File: config.mk
export PLATFORM = sky130hd
export DESIGN_NAME = symbol_rate_nco
export DESIGN_NICKNAME = d
export VERILOG_FILES = /design/src/rtl/symbol_rate_nco.sv
export SDC_FILE = /design/constraint.sdc
export NUM_CORES = 1
export LEC_CHECK = 0
export ABC_CLOCK_PERIOD_IN_PS = 3700
export CORE_ASPECT_RATIO = 0.5
export CORE_MARGIN = 2
export CORE_UTILIZATION = 60
export DETAILED_ROUTE_END_ITERATION = 6
export GPL_ROUTABILITY_DRIVEN = 0
export PLACE_DENSITY = 0.84
export SYNTH_ARGS = -nofsm -noshare
export SYNTH_HDL_FRONTEND = slang
export SYNTH_SLANG_ARGS = --single-unit
export TNS_END_PERCENT = 50
File: constraint.sdc
create_clock -name clk -period 3.7 [get_ports clk]
set_input_delay 0.37 -clock clk [delete_from_list [all_inputs] [get_ports clk]]
set_output_delay 0.37 -clock clk [all_outputs]
set_load 0.02 [all_outputs]
File: src/rtl/symbol_rate_nco.sv
// Symbol-rate NCO: debounces the byte-written 64-bit phase increment, runs the
// phase accumulator and turns accumulator wraps into credit-buffered symbol requests.
module symbol_rate_nco #(
    parameter int STABLE_CYCLES = 256
) (
    input  logic        clk,
    input  logic        rstin,
    input  logic [63:0] srate,
    input  logic        enable,
    input  logic        sym_ready,
    input  logic        clear_ovr,
    output logic        sym_req,
    output logic [15:0] phase,
    output logic        rate_update,
    output logic        rate_locked,
    output logic        overrun
);
    localparam int               CNT_W   = $clog2(STABLE_CYCLES);
    localparam logic [CNT_W-1:0] CNT_MAX = CNT_W'(STABLE_CYCLES - 1);

    typedef enum logic [1:0] {IDLE, RUN, FLUSH} state_t;

    function automatic logic [CNT_W-1:0] sat_inc_cnt(input logic [CNT_W-1:0] c);
        return (c == CNT_MAX) ? c : c + 1'b1;
    endfunction

    state_t           state, state_nx;
    logic [63:0]      acc, acc_nx, inc_r, srate_q;
    logic [CNT_W-1:0] stab_cnt;
    logic [1:0]       pending, pending_nx;
    logic [64:0]      sum;
    logic             wrap, accept, adopt, ovr_set;

    assign rate_locked = (inc_r != '0);

    always_comb begin
        sum        = {1'b0, acc} + {1'b0, inc_r};
        wrap       = (state == RUN) && sum[64];
        accept     = sym_req && sym_ready;
        // Adoption never touches acc, so the phase stays continuous across rate changes.
        adopt      = (stab_cnt == CNT_MAX) && (srate_q != inc_r);
        state_nx   = state;
        acc_nx     = acc;
        pending_nx = pending;
        ovr_set    = 1'b0;

        case (state)
            IDLE: begin
                acc_nx = '0;
                if (enable) state_nx = RUN;
            end
            RUN: begin
                acc_nx = sum[63:0];
                if (!enable) state_nx = FLUSH;
            end
            FLUSH: begin
                if (enable) begin
                    state_nx = RUN;
                end else if (pending == 2'd0) begin
                    state_nx = IDLE;
                    acc_nx   = '0;
                end
            end
            default: state_nx = IDLE;
        endcase

        if (state == IDLE) begin
            pending_nx = 2'd0;
        end else if (wrap && !accept) begin
            if (pending == 2'd3) ovr_set = 1'b1;
            else                 pending_nx = pending + 2'd1;
        end else if (!wrap && accept) begin
            pending_nx = pending - 2'd1;
        end
    end

    always_ff @(posedge clk) begin
        if (rstin) begin
            srate_q     <= '0;
            stab_cnt    <= '0;
            inc_r       <= '0;
            rate_update <= 1'b0;
            state       <= IDLE;
            acc         <= '0;
            phase       <= '0;
            pending     <= 2'd0;
            sym_req     <= 1'b0;
            overrun     <= 1'b0;
        end else begin
            srate_q     <= srate;
            stab_cnt    <= (srate != srate_q) ? '0 : sat_inc_cnt(stab_cnt);
            rate_update <= adopt;
            if (adopt) inc_r <= srate_q;
            state       <= state_nx;
            acc         <= acc_nx;
            phase       <= acc_nx[63:48];
            pending     <= pending_nx;
            sym_req     <= (pending_nx != 2'd0);
            // A lost wrap in the same cycle as a clear still leaves the flag set.
            overrun     <= ovr_set | (overrun & ~clear_ovr);
        end
    end
endmodule

### After elaboration in Yosys (flattened, before gate mapping)

Cells that the tools add are included.

* flip-flop bits (word level): 207
* bits of input ports: 69
* output and inout bits: 20
* logic and storage cells: 58

* $add $sub $neg: 4
* equal/unequal tests: 11
* mux-type cells: 15
* bitwise operators: 3
* reduce and logical (&&, ||, !) cells: 15

Operator list (count)
* one-hot mux 64 bit (3 select lines): 1
* two-way mux 64 bit: 2
* inequality test 64 bit: 2
* adder 64 x 64 -> 65 bit: 1
* nonzero test 64 bit: 1
* two-way mux 2 bit: 8
* adder 8 x 1 -> 8 bit (second input constant): 1
* == test 8 bit (second input constant): 1
* inequality test 2 bit (second input constant): 4
* one-hot mux 2 bit (3 select lines): 1
* AND reduction 3 bit: 2
* logical AND 1 bit: 5
* == test 2 bit (second input constant): 2
* logical NOT 2 bit: 2
* two-way mux 1 bit: 3
* inequality test 3 bit (second input constant): 1
* nonzero test 3 bit: 1
* adder 2 x 1 -> 2 bit (second input constant): 1
* == test 2 x 1 -> 1 bit (second input constant): 1
* logical NOT 1 bit: 2
* nonzero test 2 bit: 1
* OR reduction 2 bit: 1
* subtractor 2 x 1 -> 2 bit (second input constant): 1
* bitwise AND 1 bit: 1
* 2 further kinds: 2

### Depth between registers and ports, before layout

Gate-level depths: netlist of the first run.

* depth after elaboration: 8
* mapped depth: 13

### Worst setup path before layout of the first run

Ideal clock, no wire load.

* path type: reg-to-reg
* from: register inc_r[0]
* to: register sym_req
* data arrival time: 2.698 ns
* path slack: 0.875 ns
* cell stages (with the launch flop): 14
* path buffers: 0
* clock period less this slack: 2.825 ns
* cells stage by stage: dfxtp_1 > ha_1 > inv_1 > fa_1 > nand2b_1 > a21oi_1 > o21ai_2 > o21ai_1 > a21o_1 > a31o_4 > a41oi_4 > xnor2_1 > a221oi_2 > a31oi_1

* longest elaborated chain between the ends: 8
* elaborated cells on any way between the ends: 9
* classes of those cells: add/sub (1); mux (3); reduce/logical (5)

RTL lines
* start: declaration: line 28 `logic [63:0] acc, acc_nx, inc_r, srate_q;`
* start signal: assignment: line 93 `if (adopt) inc_r <= srate_q;`
* adder 64 x 64 -> 65 bit *: line 37 `sum = {1'b0, acc} + {1'b0, inc_r};`
* logical AND 1 bit *: line 38 `wrap = (state == RUN) && sum[64];`
* logical NOT 1 bit: line 72 `end else if (!wrap && accept) begin`
* logical AND 1 bit: line 72
* two-way mux 2 bit: line 72
* two-way mux 2 bit *: line 69 `end else if (wrap && !accept) begin`
* two-way mux 2 bit *: line 67 `if (state == IDLE) begin`
* nonzero test 2 bit *: line 98 `sym_req <= (pending_nx != 2'd0);`
* end signal: assignment: line 98
* end: declaration: line 12 `output logic sym_req,`

Every way passes the cells marked *; elsewhere a longest branch is shown, timed or not.
A chain may end at the register's enable or synchronous reset.

### Worst setup path in the final report of the first run

Same ends and word-level chain as after synthesis.

==> results.py, run 1 <==
metrics = {
    "clock_tree": {
        "clockRootBuffer": "clkbuf_16",
        "cts_tree": "yes",
        "hold_buffers": 0,
        "clk_path_buf_depth": 3,
        "cts_inserted_buffers": 21,
        "worstSkewPairLatency_ps": 530,
        "cts_resized": 0,
        "clock_sinks": 207,
        "cts_htree_levels": 1,
        "postCtsSetupBuffers": 0,
        "path_clk_slew_ps": 70,
    },
    "synth": {
        "synth_top_family_by_area": "simple AND/OR/NAND/NOR gates",
        "synth_warnings": 0,
        "yosys.area.top_type_share": 0.343,
        "syn-num-nets": 1536,
        "synth-async-reset-ratio": 0,
        "synthSimpleGateAreaFrac": 0.188,
        "yosysTopAreaCell": "dfxtp_1",
        "synthTopCellsByArea": "dfxtp_1 (34%), ha_1 (7.0%), xor2_1 (7.0%)",
        "syn_area_per_cell_sq_um": 8.65,
        "synthFlopType": "dfxtp_1",
        "yosysUniqueCellTypes": 66,
        "synth_compound_area_frac": 0.172,
        "synthXorXnorAreaFrac": 0.131,
        "syn_area_sq_um": 12100,
        "yosys_register_bits": 207,
        "yosysSeqAreaShare": 0.343,
        "synthAdderAreaFrac": 0.0720,
        "synth-edff-count": 0,
        "syn_inst": 1398,
        "synthMuxAreaShare": 0.0538,
    },
    "global_route": {
        "grt_overflow_total": 0,
        "antenna_found_initial": 0,
        "grt_max_degree": 91,
        "grt_usage": 0.325,
        "grt_pass1_vias": 10300,
        "grt_pass1_wl_mm": 55.3,
    },
    "worst_setup_path": {
        "crit_path_end_kind": "flip-flop",
        "worstPathArrival_ps": 3850,
        "required_ps": 4090,
        "worstSetupPathType": "reg -> reg",
        "setup.worst_path.start_class": "flip-flop",
        "cp_max_fo": 5,
    },
    "pwr": {
        "power_frac_clock": 0.454,
        "switching_power_w": 0.00118,
        "p_leak_nw": 5.72,
        "power_density_nw_per_um2": 352,
        "seq_power_share": 0.479,
        "intPower_w": 0.00365,
        "peakVddDrop_mv": 0.302,
        "p_comb_frac": 0.066,
        "swShare": 0.245,
    },
    "final_layout": {
        "layout-drive-gt1-share": 0.0446,
        "stdcell_area_sq_um": 13700,
        "fillers": 1484,
        "finalNetCount": 1582,
        "layout_commonest_cell": "dfxtp_1",
        "layout_common_cells": "dfxtp_1 (207), nor2_1 (145), xor2_1 (96), clkdlybuf4s50_1 (87), xnor2_1 (85)",
        "utilization": 0.701,
        "syn_to_final_growth_pct": 13.6,
        "num_antenna_cells": 0,
    },
    "route": {
        "routed_wirelength_mm": 35.3,
        "final_antenna_net_count": 0,
        "drtPass1Iterations": 7,
        "vias": 10800,
        "drc": 2,
        "drt_first_iter_violations": 1286,
        "via_per_inst": 6.26,
        "wl_per_cell_um": 20.5,
    },
    "sta": {
        "fin_setup_tns_ps": 0,
        "worst_slew_pin_slew_ps": 961,
        "setup_viol": 0,
        "max_freq_mhz": 289,
        "min_period_ps": 3460,
        "min_period_over_period": 0.934,
        "finClkSkew_ps": 14.1,
        "relSlewSlack": 0.357,
        "final-hold-violation-count": 0,
        "finalMaxSlewViolations": 0,
        "rsz0062_at_grt": "no",
    },
    "floorplanning": {
        "start_util": 0.617,
        "die_w_um": 205,
        "ios": 89,
        "dieArea_sq_um": 21400,
        "die_h_um": 104,
        "fp.coreArea_sq_um": 19600,
        "rows": 36,
    },
    "status": {
        "status": "complete, but fails checks",
        "failed_checks": "design-rule violations",
    },
    "place": {
        "dp_hpwl_mm": 26.8,
        "port_buffers": 88,
        "placed_area_sq_um": 13000,
    },
    "min_path": {
        "hp-class": "in -> reg",
    },
    "run": {
        "drv_cap": 0,
    },
}
[flip-flops by register name, indices dropped and copies added (netlist names), 2 cells and up]
| name | flops |
|---|---|
| inc_r | 64 |
| state | 2 |
| phase | 16 |
| srate_q | 64 |
| acc | 48 |
| stab_cnt | 8 |
| pending | 2 |
[critical path, cell delays in order (launching register included)]
cell and delay, ps:
dfxtp_1 410, ha_1 210, inv_1 70, fa_1 380, nand2b_1 200, a21oi_1 310, o21ai_2 130, o21ai_1 210
a21o_1 330, a31o_4 240, a41oi_4 160, xnor2_1 210, a221oi_2 320, a31oi_1 130
[metal layers]
layer	track usage	vias to the layer above	share of wire
met5	0	-	0
met4	0.104	0	0.036
met3	0.0686	103	0.11
met2	0.499	565	0.43
met1	0.454	5084	0.43
li1	-	5036	-
[metrics by stage]
stage | hold WS, ps | setup slack [ps] | total power [W] | cells
floorplan | 430 | 875 | 0.00250 | 1398
global placement | 439 | 547 | 0.00267 | 1687
detailed placement | 453 | 359 | 0.00267 | 1687
CTS | 181 | 297 | 0.00483 | 1723
global route | 200 | 70.4 | 0.00493 | 1723
finish | 189 | 244 | 0.00483 | 1723
[cells in the mapped netlist (all sizes together) (29+ instances only)]
cell	number
a21o	37
a21oi	80
a22oi	29
buf	31
clkbuf	44
dfxtp	207
ha	68
inv	35
mux2i	65
nand2	74
nand4	45
nor2	146
nor2b	71
nor4	40
o21ai	74
xnor2	85
xor2	96
[path summary, 6_finish.rpt]
kind	start	endpoint	slack (ps)	depth (start not counted)
worst min register to register	acc[41]$_SDFFE_PP0P_	acc[41]$_SDFFE_PP0P_	460	2
worst max-delay path	inc_r[0]$_SDFFE_PP0P_	sym_req$_SDFF_PP0_	240	13
worst max register to register	inc_r[0]$_SDFFE_PP0P_	sym_req$_SDFF_PP0_	240	13
worst min-delay path	rstin	inc_r[49]$_SDFFE_PP0P_	190	2
[cells by family after synthesis]
family                     Yosys count
AOI/OAI and AO/OA                  313
xor gates and xnor gates           181
muxes                               65
and+or+nand+nor                    453
DFF                                207
buffers and inverters              110
adders and majority gates           69
[power by group through the flow]
stage          clock network (W)  registers [W]  logic [W]
2_1_floorplan                  0        0.00235   0.000153
3_3_place_gp                   0        0.00236   0.000303
3_5_place_dp                   0        0.00237   0.000307
4_1_cts                  0.00220        0.00232   0.000312
5_1_grt                  0.00228        0.00232   0.000334
6_report                 0.00220        0.00232   0.000321
[area by class of cell]
class                   instances  area [sq um]  share of cell area
repair buffers                 98           966              0.0703
clock inverters                13           140              0.0102
inverters                      35           131             0.00956
well taps                     266           333              0.0242
clock buffers                  23           553              0.0403
multi-input cells            1081          7470               0.544
flip-flops and latches        207          4140               0.302
Power figures use the tool's default switching activity.
==> run 2, diff against run 1 <==
- ABC_AREA: not set -> 1
- CORE_UTILIZATION: 60 -> 61
- PLACE_DENSITY: 0.84 -> 0.85
==> run 2 against run 1 <==
Against the previous run: the run still ends with design-rule violations left; synthesized cell count up 57%; combinational power up 2%; count of clock-buffer cells in the layout increased by 5; global-route usage increased by 4.7 points; sequential share of layout area decreased by 3.4 points; flip-flop and latch count unchanged; maximum frequency increased by 15%; largest cell class unchanged; largest power group unchanged.
==> results.py, run 2 <==
metrics = {
    "status": {
        "status": "complete, but fails checks",
        "failed_checks": "design-rule violations",
    },
    "worst_setup_path": {
        "worstPathArrival_ps": 2620,
        "crit_path_end_kind": "output port",
        "required_ps": 3330,
        "worstSetupPathType": "reg -> out",
        "setup.worst_path.start_class": "flip-flop",
        "cp_max_fo": 4,
    },
    "pwr": {
        "power_density_nw_per_um2": 320,
        "swShare": 0.242,
        "switching_power_w": 0.00120,
        "peakVddDrop_mv": 0.285,
        "seq_power_share": 0.469,
        "p_leak_nw": 6.83,
        "p_comb_frac": 0.066,
        "power_frac_clock": 0.465,
        "intPower_w": 0.00376,
    },
    "sta": {
        "finalMaxSlewViolations": 0,
        "worst_slew_pin_slew_ps": 974,
        "final-hold-violation-count": 0,
        "setup_ws_ps": 706,
        "min_period_ps": 2990,
        "max_freq_mhz": 334,
        "fin_setup_tns_ps": 0,
        "setup_viol": 0,
        "min_period_over_period": 0.809,
        "rsz0062_at_grt": "no",
        "finClkSkew_ps": 14.4,
        "relSlewSlack": 0.350,
    },
    "final_layout": {
        "fillers": 1895,
        "layout-drive-gt1-share": 0.0363,
        "layout_common_cells": "nand2_1 (475), nor2_1 (396), inv_1 (279), dfxtp_1 (207), a21oi_1 (178)",
        "layout_commonest_cell": "nand2_1",
        "largest_registers": "inc_r (64), srate_q (64), acc (48)",
        "finalNetCount": 2382,
        "syn_to_final_growth_pct": 11.8,
        "num_antenna_cells": 0,
        "fin_cells": 2558,
    },
    "synth": {
        "ys_top_cells_by_count": "nand2_1 (475), nor2_1 (396), inv_1 (279), dfxtp_1 (207), a21oi_1 (179)",
        "synth_warnings": 0,
        "synth-edff-count": 0,
        "synth_most_common_cell": "nand2_1",
        "syn_area_per_cell_sq_um": 6.32,
        "syn_inst": 2190,
        "yosys_register_bits": 207,
        "synthTopCellsByArea": "dfxtp_1 (30%), nand2_1 (13%), nor2_1 (11%)",
        "synthFlopType": "dfxtp_1",
        "yosysUniqueCellTypes": 44,
        "yosys.area.top_type_share": 0.299,
        "yosysTopAreaCell": "dfxtp_1",
        "yosysSeqAreaShare": 0.299,
        "syn-num-nets": 2328,
        "synth-async-reset-ratio": 0,
        "syn_area_sq_um": 13900,
    },
    "clock_tree": {
        "cts_htree_levels": 1,
        "postCtsSetupBuffers": 0,
        "hold_buffers": 0,
        "cts_tree": "yes",
        "clockRootBuffer": "clkbuf_16",
        "cts_resized": 0,
        "clk_path_buf_depth": 3,
        "clock_sinks": 207,
        "worstSkewPairLatency_ps": 540,
        "path_clk_slew_ps": 70,
        "cts_inserted_buffers": 20,
    },
    "route": {
        "routed_wirelength_mm": 45.1,
        "drt_first_iter_violations": 1756,
        "vias": 14900,
        "via_per_inst": 5.83,
        "drc": 4,
        "wl_per_cell_um": 17.6,
        "final_antenna_net_count": 0,
        "drtPass1Iterations": 7,
    },
    "place": {
        "dp_hpwl_mm": 34.6,
        "port_buffers": 88,
        "place_ws_ps": 1140,
        "post-place-cells": 2522,
    },
    "floorplanning": {
        "ios": 89,
        "start_util": 0.631,
        "fp.coreArea_sq_um": 22000,
        "rows": 38,
        "dieArea_sq_um": 24000,
        "die_h_um": 111,
        "die_w_um": 217,
    },
    "global_route": {
        "grt_pass1_wl_mm": 70.7,
        "antenna_found_initial": 0,
        "grt_overflow_total": 0,
        "grt_pass1_vias": 13500,
        "grt_usage": 0.372,
        "grt_max_degree": 66,
    },
    "min_path": {
        "hp-class": "in -> reg",
    },
    "run": {
        "drv_cap": 0,
    },
}
run 2: cells by family (layout without fill, tap and decap cells):
kind of cell             Yosys count  in the layout  share of synthesized area
AO/OA/AOI/OAI                    375            375                      0.147
XOR/XNOR                          74             74                     0.0468
adder cells (fa/ha/maj)           69             69                     0.0629
buffers and inverters            345            413                      0.107
flip-flops                       207            207                      0.299
AND/OR/NAND/NOR                 1120           1120                      0.338
run 2: cell type report:
cell class | instances | area [sq um] | area share
inverter | 282 | 1060 | 0.0683
clock buffer | 28 | 591 | 0.0381
tap | 300 | 375 | 0.0242
clock inverter | 8 | 145 | 0.00937
sequential | 207 | 4140 | 0.268
multi-input combinational | 1638 | 8250 | 0.532
timing repair buffer | 95 | 931 | 0.0601
run 2: worst paths after layout:
kind | startpoint | to | slack (ps) | cells after the start
max reg2reg | inc_r[0]$_SDFFE_PP0P_ | phase[10]$_SDFFE_PP0P_ | 1000 | 17
min reg2reg | acc[0]$_SDFFE_PP0P_ | acc[0]$_SDFFE_PP0P_ | 470 | 2
max | inc_r[16]$_SDFFE_PP0P_ | rate_locked | 710 | 4
min | rstin | acc[0]$_SDFFE_PP0P_ | 270 | 2
run 2: routing by layer:
layer  wire [um]  global-route usage  up-vias
met5           0                   0        -
met4        1440               0.110        0
met3        7340               0.119      120
met2       17300               0.515      955
met1       19100               0.543     6669
li1            -                   -     7179
run 2: power by group through the flow:
stage          sequential, W  combinational (W)  clock (W)
3_5_place_dp         0.00237           0.000321          0
6_report             0.00232           0.000329    0.00230
5_1_grt              0.00233           0.000361    0.00238
4_1_cts              0.00232           0.000325    0.00230
2_1_floorplan        0.00235           0.000187          0
3_3_place_gp         0.00237           0.000316          0
run 2: worst max-delay path, cell delays in order, from the launching register on:
cell and delay (ps):
dfxtp_1 440, nor4_1 400, nand4_1 140, or4_1 540, clkdlybuf4s50_1 570
run 2: per-stage QoR:
step	area [sq um]	hold slack, ps	power (W)	util
2_1_floorplan	13900	445	0.00253	-
3_3_place_gp	14800	451	0.00269	0.672
3_5_place_dp	14800	460	0.00269	0.672
4_1_cts	15500	258	0.00494	0.705
5_1_grt	15500	276	0.00507	0.705
6_report	15500	271	0.00496	0.705
==> run 3, diff against run 2 <==
- ABC_CLOCK_PERIOD_IN_PS: 3700 -> 3000
- clock period: 3.7 -> 3 ns (I/O delays scaled with it)
==> run 3 against run 2 <==
Against the previous run: the flow still finishes with violations (design-rule violations); global-route usage grew 0.66 points; register-to-register slack lost 790 ps; cell count grew 0.39%; utilization grew 0.52 points; sequential power grew 24%; die area is the same; combinational power grew 27%; count of clock-buffer cells in the layout shrank 3; hold slack lost 41 ps; clock power grew 22%.
==> results.py, run 3 (synthesis results as in run 2) <==
metrics = {
    "floorplanning": {
        "die_w_um": 217,
        "dieArea_sq_um": 24000,
        "fp.coreArea_sq_um": 22000,
        "die_h_um": 111,
        "start_util": 0.631,
        "ios": 89,
        "rows": 38,
    },
    "clock_tree": {
        "hold_buffers": 0,
        "cts_tree": "yes",
        "clk_path_buf_depth": 3,
        "worstSkewPairLatency_ps": 540,
        "cts_inserted_buffers": 20,
        "path_clk_slew_ps": 70,
        "clock_sinks": 207,
        "clockRootBuffer": "clkbuf_16",
        "cts_htree_levels": 1,
    },
    "sta": {
        "min_period_over_period": 0.986,
        "min_period_ps": 2960,
        "holdWs_ps": 230,
        "final-hold-violation-count": 0,
        "setup_viol": 0,
        "fin_setup_tns_ps": 0,
        "finClkSkew_ps": 15.6,
        "rsz0062_at_grt": "no",
        "worst_slew_pin_slew_ps": 680,
        "relSlewSlack": 0.546,
        "max_freq_mhz": 338,
        "finalMaxSlewViolations": 0,
    },
    "pwr": {
        "power_frac_clock": 0.461,
        "intPower_w": 0.00458,
        "seq_power_share": 0.471,
        "power_density_nw_per_um2": 390,
        "p_comb_frac": 0.068,
        "p_leak_nw": 6.90,
        "swShare": 0.248,
        "total_power_w": 0.00609,
        "switching_power_w": 0.00151,
        "peakVddDrop_mv": 0.316,
    },
    "final_layout": {
        "layout_commonest_cell": "nand2_1",
        "finalNetCount": 2393,
        "syn_to_final_growth_pct": 12.7,
        "utilization": 0.710,
        "num_antenna_cells": 0,
        "multi_input_area_sq_um": 8260,
        "largest_registers": "inc_r (64), srate_q (64), acc (48)",
        "layout-drive-gt1-share": 0.0423,
        "fillers": 1863,
        "seqCellArea_sq_um": 4140,
        "layout_common_cells": "nand2_1 (475), nor2_1 (396), inv_1 (279), dfxtp_1 (207), a21oi_1 (178)",
    },
    "global_route": {
        "grt_pass1_wl_mm": 71.2,
        "grt_pass1_vias": 13600,
        "grt_usage": 0.379,
        "antenna_found_initial": 0,
        "grt_overflow_total": 0,
        "grt_max_degree": 66,
    },
    "worst_setup_path": {
        "required_ps": 2700,
        "crit_path_end_kind": "output port",
        "cp_max_fo": 4,
        "worstPathArrival_ps": 2660,
        "setup.worst_path.start_class": "flip-flop",
        "worstSetupPathType": "reg -> out",
    },
    "status": {
        "failed_checks": "design-rule violations",
        "status": "complete, but fails checks",
    },
    "place": {
        "port_buffers": 88,
        "dp_hpwl_mm": 35.6,
    },
    "route": {
        "wl_per_cell_um": 18.0,
        "drc": 6,
        "via_per_inst": 5.85,
        "final_antenna_net_count": 0,
        "routed_wirelength_mm": 46.2,
        "vias": 15000,
        "drtPass1Iterations": 7,
        "drt_first_iter_violations": 1839,
    },
    "min_path": {
        "hp-class": "in -> reg",
    },
    "run": {
        "drv_cap": 0,
    },
}
run 3: cell types whose count changed in the layout (fill, tap and decap cells not counted):
cell,previous run,this run
clkinvlp_4,2,1
clkinv_2,2,5
nor4_2,0,3
clkbuf_1,2,1
buf_4,8,16
clkbuf_8,6,4
nor4_1,24,21
buf_12,0,3
run 3: power by group through the flow:
stage,Combinational (W),Sequential [W],Clock (W)
after floorplan,0.000230,0.00290,0
after global placement,0.000398,0.00292,0
after detailed placement,0.000404,0.00292,0
after CTS,0.000409,0.00286,0.00279
after global routing,0.000454,0.00287,0.00290
final,0.000417,0.00287,0.00281
run 3: repair_timing:
item | 4_1_cts | 5_1_grt
buffers inserted | 0 | 0
resized for setup | 0 | 3
endpoints found under the setup margin | 0 | 1
run 3: critical path, cell delays in order (launching register included):
cell,delay [ps]
dfxtp_1,420
nor4_2,330
nand4_1,190
or4_1,610
clkdlybuf4s50_1,570
run 3: final timing paths:
path / start / end / slack (ps) / depth (start not counted)
max: inc_r[48]$_SDFFE_PP0P_ / rate_locked / 40 / 4
min: rstin / rate_update$_SDFF_PP0_ / 230 / 2
max reg2reg: inc_r[0]$_SDFFE_PP0P_ / phase[2]$_SDFFE_PP0P_ / 210 / 15
min reg2reg: overrun$_SDFF_PP0_ / overrun$_SDFF_PP0_ / 470 / 2
run 3: layer usage:
layer | global-route usage | share of wire
met5 | 0.0208 | 0.0014
met4 | 0.110 | 0.029
met3 | 0.144 | 0.16
met2 | 0.527 | 0.39
met1 | 0.535 | 0.42
run 3: final cells by class:
type	count	area share
repair buffers	106	0.0674
multi-input cells	1638	0.530
flip-flops and latches	207	0.266
clock buffers	25	0.0358
inverters	282	0.0678
clock inverters	10	0.00978
well taps	300	0.0241
run 3: metrics by stage:
step | instances | setup WS [ps] | area (sq um)
final | 2568 | 41.4 | 15600
after global routing | 2568 | 7.24 | 15600
after CTS | 2568 | 49.4 | 15600
after detailed placement | 2533 | 313 | 14900
after global placement | 2533 | 423 | 14900
after floorplan | 2190 | 817 | 13900
